## src/rtl/qn_readout_pkg.sv

```systemverilog
// Shared constants, state encoding and field widths for the tube readout master.
// Latency: none; this package holds declarations only.
// Backpressure: not applicable.
package qn_readout_pkg;

  localparam logic [15:0] FILLER_WORD   = 16'hFFFF;
  localparam logic [3:0]  CHAMBER3_CODE = 4'h3;
  localparam logic [3:0]  CHAMBER4_CODE = 4'h4;
  localparam int          SLOTS         = 32;

  localparam int TIME_W  = 8;
  localparam int INDEX_W = 3;
  localparam int SLOT_W  = 5;

  typedef enum logic [2:0] {
    IDLE       = 3'd0,
    CLK_HI     = 3'd1,
    CLK_LO     = 3'd2,
    WAIT_VALID = 3'd3,
    DECODE     = 3'd4,
    PRESENT    = 3'd5
  } state_t;

  // Event position of a tube: chamber 4 occupies slots 16..31, side B the upper 8 of each chamber.
  function automatic logic [SLOT_W-1:0] slot_of(input logic chamber, input logic side,
                                                input logic [INDEX_W-1:0] index);
    return {chamber, side, index};
  endfunction

endpackage

```

## src/rtl/tube_readout_master_sync2.sv

```systemverilog
// Two-flop synchroniser for a single asynchronous level.
// Latency: 2 clk cycles from d to q.
// Backpressure: none; samples every cycle.
module sync2 (
  input  logic clk,
  input  logic rst_n,
  input  logic d,
  output logic q
);

  logic meta;

  // Shift the asynchronous level through two flops to settle metastability.
  always_ff @(posedge clk or negedge rst_n) begin
    if (!rst_n) begin
      meta <= 1'b0;
      q    <= 1'b0;
    end else begin
      meta <= d;
      q    <= meta;
    end
  end

endmodule

```

## src/rtl/tube_readout_master.sv

```systemverilog
// Strobes the tube FIFO read port, decodes each word into a hit and checks it against the 32-slot event order.
// Latency: best case one hit per CLK_HI_CYC + CLK_LO_CYC + 4 clk50 cycles (strobe, wait, decode, present).
// Backpressure: while hit_valid waits for hit_ready no new strobe is issued. Option: TUBE_READOUT_SKIP_ZERO_EN drops time-0 hits.
module tube_readout_master
  import qn_readout_pkg::*;
#(
  parameter int CLK_HI_CYC      = 4,
  parameter int CLK_LO_CYC      = 4,
  parameter int VALID_TIMEOUT   = 64,
  parameter int WORDS_PER_EVENT = 32
) (
  input  logic                clk50,
  input  logic                rst_n,
  input  logic                enable,
  output logic                rd_clk,
  output logic                rd_en,
  input  logic                rd_empty,
  input  logic                rd_valid,
  input  logic [15:0]         otube,
  output logic                hit_valid,
  input  logic                hit_ready,
  output logic [TIME_W-1:0]   hit_time,
  output logic                hit_chamber,
  output logic                hit_side,
  output logic [INDEX_W-1:0]  hit_index,
  output logic [SLOT_W-1:0]   hit_slot,
  output logic                event_done,
  output logic [15:0]         event_count,
  output logic                seq_err,
  output logic                timeout_err,
  output logic [7:0]          dup_count
);

  localparam int                CNT_W     = 16;
  localparam logic [SLOT_W-1:0] LAST_SLOT = SLOT_W'(WORDS_PER_EVENT - 1);

  state_t             state;
  logic [CNT_W-1:0]   cnt;
  logic [15:0]        word_q;
  logic [15:0]        prev_word;
  logic [SLOT_W-1:0]  exp_slot;
  logic               rd_empty_s;
  logic               rd_valid_s;

  logic               dec_ok;
  logic               dec_chamber;
  logic               dec_side;
  logic [INDEX_W-1:0] dec_index;
  logic [SLOT_W-1:0]  dec_slot;

  assign rd_en = enable;

  sync2 u_sync_empty (.clk(clk50), .rst_n(rst_n), .d(rd_empty), .q(rd_empty_s));
  sync2 u_sync_valid (.clk(clk50), .rst_n(rst_n), .d(rd_valid), .q(rd_valid_s));

  // Split the captured name byte into chamber / side / index and the event slot it maps to.
  always_comb begin
    dec_ok      = 1'b0;
    dec_chamber = 1'b0;
    if (word_q[3:0] == CHAMBER3_CODE) begin
      dec_ok = 1'b1;
    end else if (word_q[3:0] == CHAMBER4_CODE) begin
      dec_ok      = 1'b1;
      dec_chamber = 1'b1;
    end
    dec_side  = word_q[4];
    dec_index = word_q[7:5];
    dec_slot  = slot_of(dec_chamber, dec_side, dec_index);
  end

  // Read sequencer: strobe, wait for the latch, decode, then hold the hit until it is taken.
  always_ff @(posedge clk50 or negedge rst_n) begin
    if (!rst_n) begin
      state       <= IDLE;
      cnt         <= '0;
      word_q      <= '0;
      prev_word   <= FILLER_WORD;
      exp_slot    <= '0;
      rd_clk      <= 1'b0;
      hit_valid   <= 1'b0;
      hit_time    <= '0;
      hit_chamber <= 1'b0;
      hit_side    <= 1'b0;
      hit_index   <= '0;
      hit_slot    <= '0;
      event_done  <= 1'b0;
      event_count <= '0;
      seq_err     <= 1'b0;
      timeout_err <= 1'b0;
      dup_count   <= '0;
    end else begin
      event_done  <= 1'b0;
      seq_err     <= 1'b0;
      timeout_err <= 1'b0;
      case (state)
        IDLE: begin
          if (enable && !rd_empty_s && !hit_valid) begin
            state  <= CLK_HI;
            rd_clk <= 1'b1;
            cnt    <= '0;
          end
        end
        CLK_HI: begin
          if (cnt == CNT_W'(CLK_HI_CYC - 1)) begin
            state  <= CLK_LO;
            rd_clk <= 1'b0;
            cnt    <= '0;
          end else begin
            cnt <= cnt + 1'b1;
          end
        end
        CLK_LO: begin
          if (cnt == CNT_W'(CLK_LO_CYC - 1)) begin
            state <= WAIT_VALID;
            cnt   <= '0;
          end else begin
            cnt <= cnt + 1'b1;
          end
        end
        WAIT_VALID: begin
          // The bus is stable while the valid latch is held, so one capture is enough.
          if (rd_valid_s) begin
            word_q <= otube;
            state  <= DECODE;
          end else if (cnt == CNT_W'(VALID_TIMEOUT - 1)) begin
            timeout_err <= 1'b1;
            state       <= IDLE;
          end else begin
            cnt <= cnt + 1'b1;
          end
        end
        DECODE: begin
          if (word_q == FILLER_WORD) begin
            state <= IDLE;
          end else if (!dec_ok) begin
            seq_err <= 1'b1;
            state   <= IDLE;
          end else begin
            // Out-of-order words are still delivered; the expected slot follows the data.
            if (dec_slot != exp_slot) begin
              seq_err  <= 1'b1;
              exp_slot <= dec_slot;
            end
            if ((word_q == prev_word) && (dup_count != 8'hFF)) begin
              dup_count <= dup_count + 1'b1;
            end
            prev_word   <= word_q;
            hit_time    <= word_q[15:8];
            hit_chamber <= dec_chamber;
            hit_side    <= dec_side;
            hit_index   <= dec_index;
            hit_slot    <= dec_slot;
`ifdef TUBE_READOUT_SKIP_ZERO_EN
            // Tube did not fire: account for the slot but do not present it.
            if (word_q[15:8] == '0) begin
              exp_slot <= dec_slot + 1'b1;
              if (dec_slot == LAST_SLOT) begin
                event_done  <= 1'b1;
                event_count <= event_count + 1'b1;
              end
              state <= IDLE;
            end else begin
              hit_valid <= 1'b1;
              state     <= PRESENT;
            end
`else
            hit_valid <= 1'b1;
            state     <= PRESENT;
`endif
          end
        end
        PRESENT: begin
          if (hit_ready) begin
            hit_valid <= 1'b0;
            exp_slot  <= hit_slot + 1'b1;
            if (hit_slot == LAST_SLOT) begin
              event_done  <= 1'b1;
              event_count <= event_count + 1'b1;
            end
            state <= IDLE;
          end
        end
        default: state <= IDLE;
      endcase
    end
  end

endmodule

```

## config.mk

```make
export PLATFORM = sky130hd
export DESIGN_NAME = tube_readout_master
export DESIGN_NICKNAME = d
export VERILOG_FILES = /design/src/rtl/qn_readout_pkg.sv /design/src/rtl/tube_readout_master_sync2.sv /design/src/rtl/tube_readout_master.sv
export SDC_FILE = /design/constraint.sdc
export NUM_CORES = 1
export LEC_CHECK = 0
export CAP_MARGIN = 20
export CORE_ASPECT_RATIO = 2
export CORE_MARGIN = 3
export CORE_UTILIZATION = 59
export CTS_CLUSTER_DIAMETER = 120
export DETAILED_ROUTE_END_ITERATION = 7
export PLACE_DENSITY = 0.86
export SYNTH_ARGS = -nofsm -noshare
export SYNTH_HDL_FRONTEND = slang
export SYNTH_SLANG_ARGS = --single-unit
```

## constraint.sdc

```tcl
create_clock -name clk50 -period 2.9 [get_ports clk50]
set_input_delay 0.29 -clock clk50 [delete_from_list [all_inputs] [get_ports clk50]]
set_output_delay 0.29 -clock clk50 [all_outputs]
set_load 0.01 [all_outputs]
```

Word level (Yosys, flattened, before mapping) --
Cells that the tools add are included.
Word-level totals: logic and storage cells 108, flip-flop bits (word level) 107, input port bits 22
Operators by class: bitwise gates (word level) 1, add/subtract/negate cells 4, eq/ne operators 24, reductions and logical operators 19, mux-type cells 39
Operator list (number):
- $mux W16 | 4
- $pmux W16 S3 | 1
- $add A16 B1 Y16 const B | 2
- $mux W3 | 8
- $mux W5 | 4
- $mux W1 | 18
- $ne A2 B2 Y1 const B | 9
- $pmux W3 S6 | 1
- $eq A16 B16 Y1 | 1
- $eq A16 B16 Y1 const B | 1
- $eq A16 B2 Y1 const B | 1
- $eq A16 B6 Y1 const B | 1
- $reduce_and A4 Y1 | 3
- $pmux W5 S2 | 1
- $reduce_and A5 Y1 | 2
- $reduce_and A3 Y1 | 3
- $add A8 B1 Y8 const B | 1
- $ne A8 B8 Y1 const B | 1
- $eq A3 B2 Y1 const B | 2
- $eq A3 B3 Y1 const B | 2
- $add A5 B1 Y5 const B | 1
- $eq A5 B5 Y1 const B | 1
- $ne A5 B5 Y1 | 1
- $eq A4 B2 Y1 const B | 1
- 12 further kinds | 17

Longest topological paths before layout --
depth after elaboration 8, mapped depth 8, depth with buffers taken out 7

Cells and area by module --
From an unflattened synthesis, not the netlist that was laid out.
Unflattened totals: cells, all modules 434, area, all modules 4865.9 µm²
By module, submodules not included:
- tube_readout_master | cells each 430, times used 1, sequential area each 2472.4 µm², area an instance 4765.8 µm²
- sync2 | cells each 2, times used 2, sequential area each 50.0 µm², area an instance 50.0 µm²

Least setup slack after synthesis --
Ideal clock, no wire load.
kind register to register, start point register hit_valid, end point register cnt[15], clock period less this slack 1.979 ns, buffers on the path 0, cell stages (with the launch flop) 6, slack 0.921 ns, required time 2.780 ns, library setup time 0.120 ns, arrival 1.859 ns, cell sequence dfrtp_1 or3b_4 a211o_1 or4b_1 xor2_1 nor2_2
On the way: cells in the longest elaborated chain, start to end 4
Ends and longest elaborated chain:
- from (decl) | line tube_readout_master.sv:20 | output logic hit_valid,
- from (signal assigned) | line tube_readout_master.sv:80 | hit_valid <= 1'b0;
- from (signal assigned) | line tube_readout_master.sv:167 | hit_valid <= 1'b1;
- from (signal assigned) | line tube_readout_master.sv:174 | hit_valid <= 1'b0;
- $logic_not A1 Y1 | line tube_readout_master.sv:97 | if (enable && !rd_empty_s && !hit_valid) begin
- $logic_and A1 B1 Y1 | line tube_readout_master.sv:97
- $ne A2 B2 Y1 (no line)
- $reduce_and A4 Y1 (no line)
- to (signal assigned) | line tube_readout_master.sv:109 | cnt <= cnt + 1'b1;
- to (signal assigned) | line tube_readout_master.sv:117 | cnt <= cnt + 1'b1;
- to (signal assigned) | line tube_readout_master.sv:129 | cnt <= cnt + 1'b1;
- to (decl) | line tube_readout_master.sv:38 | logic [CNT_W-1:0] cnt;
Every way passes these cells. A chain may end at the register's enable or synchronous reset.

Worst setup path in the final report --
start point register cnt[12], end point register cnt[13]
On the way: cells in the longest elaborated chain, start to end 4, elaborated cells on any way between the ends 9, those cells by class 1 x add/sub; 3 x eq/ne; 4 x mux; 1 x reduce/logical
Ends and longest elaborated chain:
- $add A16 B1 Y16 | line tube_readout_master.sv:109, tube_readout_master.sv:117, tube_readout_master.sv:129
- $mux W16 | line tube_readout_master.sv:125 | end else if (cnt == CNT_W'(VALID_TIMEOUT - 1)) begin
- $mux W16 | line tube_readout_master.sv:122 | if (rd_valid_s) begin
- $pmux W16 S3 | line tube_readout_master.sv:95 | case (state)
Parallel ways exist; a longest one is shown, timed or not. The select of a mux whose other input is x is not followed.

==> metrics.cfg <==
[layout]
diodes=0
final_cells=590
num-fill-cells=527
finalNetCount=516
drive_gt1_share_pct=19.6
area_growth_pct=21.2

[setup_path]
required_ns=3.10
crit_family=simple AND/OR/NAND/NOR gates
worstPathCellList=nor4_1 -> nand4_1 -> a21o_1 -> a21oi_2 -> nor2_1
end_kind=flip-flop
slowest_delay_ns=0.54
worstSetupStartpoint=cnt[12]
crit_arrival_ns=2.53
crit_slowest_cell=nor4_1
crit_fanout=14
reg2reg_from=cnt[12]
criticalPathCategory=flip-flop to flip-flop
critPathBufInv=0
crit_path_start_kind=flip-flop

[place]
io_buffers=69
dp_hpwl_um=7290
post-place-cells=573
globalplace.congestion=0.843

[routing]
first_iter_violations=200
wirelength_um=10000
wl_per_cell_um=17.0
postRouteAntennaNets=0
drcViolationCount=0
vias=3416
viasPerCell=5.79
first_pass_iters=4

[min_path]
hold_path.class=flip-flop to flip-flop
hp-start=u_sync_empty.meta

[synth]
yosysTopAreaCellShare_pct=44.2
yosys-top-cells-count=86 x dfrtp_1, 48 x mux2_2, 40 x xnor2_1, 30 x nand2_1, 25 x nor2_1
synthMostInstantiatedCell=dfrtp_1
syn-instance-count=428
yosys.area.top_type=dfrtp_1
synth_ff_type=dfrtp_1
synth-edff-count=0
syn-num-nets=455
yosysWarningCount=0
async_flop_share_pct=100
ys_seq_area_share_pct=52.8
synth_area_sq_um=4870
syn_avg_cell_area_sq_um=11.4
ys_types=54
ys_top_cells_by_area=dfrtp_1 44%, mux2_2 11%, dfstp_2 8.6%
ys_ff_latch=102

[power_and_ir_drop]
seqPwrFrac_pct=47.5
ir_worst_vdd_mv=0.633
p_int_mw=3.16
swShare_pct=32.4
clock_power_share_pct=25.0
switching_power_mw=1.52
leakage_nw=2.57
power_density_nw_per_um2=793
combPwrFrac_pct=27.5

[global_route]
antenna_found_initial=0
grt-ovfl-total=0
grt_pass1_wl_um=16900
grt_start_max_net_pins=84
grtUsageTotal_pct=22.6
grt_pass1_vias=3612

[floorplanning]
fp.dieH_um=135
die_w_um=70.3
rows=46
start_util_pct=60.9
core_sq_um=8000
io_pins=70
die_area_sq_um=9450

[timing]
tns_ns=0
post-route-period-util_pct=80.4
hold_viol=0
finalWorstPathRequiredPeriod_ns=2.33
timing.fmax_ghz=0.429
relSlewSlack_pct=51.1
skew_ns=0.00905
rsz0062_at_grt=false
worstMarginPinSlew_ns=0.732
report.final.slew_viol_count=0
setup_viol=0

[clocking]
insertion_delay_ns=0.34
cts_made_buffers=9
clockBufferDepth=2
cts_max_level=3
post_cts_buffers=0
cts-root-buf=clkbuf_16
cts_tree=built
cts_sinks=102
clk_pin_slew_ns=0.07

[outcome]
status=completed

[run]
cap_violations=0

==> worst reg2reg max path: cells and delay by family (launching register included) <==
family | cells | cell delay [ns]
flops | 1 | 0.42
simple gates | 3 | 0.98
compound gates | 2 | 0.79
==> routing by layer <==
layer  GRT usage [%]  share of wire, %  vias up
met3            4.10               2.8       25
met5               0                 0        -
met2            42.8                59       73
met4            10.4               3.1        0
met1            23.3                36     1699
li1                -                 -     1619
==> flip-flops by register name (all words and copies together), names as in the netlist <==
| signal | cells |
|---|---|
| u_sync_empty.q | 1 |
| u_sync_valid.q | 1 |
| event_count | 16 |
| cnt | 16 |
| u_sync_valid.meta | 1 |
| exp_slot | 5 |
| state | 3 |
| hit_valid | 1 |
| hit_slot | 3 |
| event_done | 1 |
| dup_count | 8 |
| prev_word | 16 |
| rd_clk | 1 |
| seq_err | 1 |
| word_q | 16 |
| hit_time | 8 |
| hit_index | 2 |
| u_sync_empty.meta | 1 |
| timeout_err | 1 |
==> power by group through the flow <==
stage	clock [mW]	sequential (mW)	combinational, mW
after global routing	1.25	2.28	1.43
after floorplan	0	2.07	1.02
after CTS	1.19	2.22	1.30
after global placement	0	2.21	1.25
final	1.17	2.22	1.29
after detailed placement	0	2.24	1.29
==> layout make-up <==
| class | count | area [sq um] | share of cell area (%) |
|---|---|---|---|
| Sequential cell | 102 | 2570 | 43.6 |
| Multi-Input combinational cell | 294 | 2150 | 36.4 |
| Timing Repair Buffer | 73 | 733 | 12.4 |
| Clock buffer | 12 | 267 | 4.51 |
| Tap cell | 96 | 120 | 2.03 |
| Inverter | 9 | 33.8 | 0.572 |
| Clock inverter | 4 | 28.8 | 0.487 |
==> repair_timing <==
action,CTS,global route
endpoints found under the setup margin,0,0
hold endpoints to repair,19,0
resized for setup,0,0
hold buffers,1,0
==> cells in the final DEF, fill, tap and decap left out, types with 2 or more instances in the layout <==
cell | synthesis | routed
clkdlybuf4s50_1 | 0 | 68
nor3b_1 | 2 | 2
and2_1 | 3 | 3
nand2_1 | 30 | 30
nor3_1 | 8 | 8
o211ai_1 | 2 | 2
a21o_1 | 3 | 3
and4_1 | 2 | 2
ha_1 | 5 | 5
xnor2_1 | 40 | 40
nand2b_1 | 2 | 2
nor2_1 | 25 | 25
clkinvlp_4 | 0 | 2
o21ai_0 | 11 | 11
nor4_1 | 6 | 6
dfstp_2 | 16 | 16
buf_4 | 6 | 3
mux2_2 | 48 | 48
clkbuf_16 | 0 | 9
or2_2 | 4 | 4
nand3_1 | 14 | 14
clkbuf_8 | 0 | 3
or3_1 | 4 | 4
dfrtp_1 | 86 | 86
nand4_1 | 20 | 20
xor2_1 | 14 | 14
inv_1 | 9 | 9
and3_1 | 11 | 11
a21oi_1 | 14 | 14
==> per-stage QoR <==
step | util (%) | hold WS [ns] | setup slack, ns | power (mW) | instance area [sq um]
floorplan | - | -0.00559 | 0.921 | 3.08 | 4870
global placement | 70.0 | 0.181 | 0.505 | 3.46 | 5600
detailed placement | 70.0 | 0.187 | 0.457 | 3.53 | 5600
CTS | 73.8 | 0.342 | 0.528 | 4.71 | 5900
global route | 73.8 | 0.350 | 0.364 | 4.96 | 5900
finish | 73.8 | 0.338 | 0.568 | 4.68 | 5900
==> logic make-up (layout without fill, tap and decap cells) <==
| kind of cell | Yosys count | after routing | share of synthesized area [%] |
|---|---|---|---|
| AND/OR/NAND/NOR | 143 | 143 | 16.3 |
| flip-flops | 102 | 102 | 52.8 |
| XOR/XNOR | 54 | 54 | 9.71 |
| multiplexers | 49 | 49 | 11.3 |
| AO/OA/AOI/OAI | 42 | 42 | 5.32 |
| buffers and inverters | 32 | 98 | 3.08 |
| adder cells (fa/ha/maj) | 6 | 6 | 1.49 |
==> worst paths after layout <==
check	end	slack, ns	cells after the start
max reg2reg	cnt[13]	0.57	5
min reg2reg	u_sync_empty.q	0.34	0
min in group asynchronous	cnt[12]	0.36	2
max in group asynchronous	prev_word[9]	1.78	3
max	cnt[13]	0.57	5
min	u_sync_empty.q	0.34	0
Power figures use the tool's default switching activity.
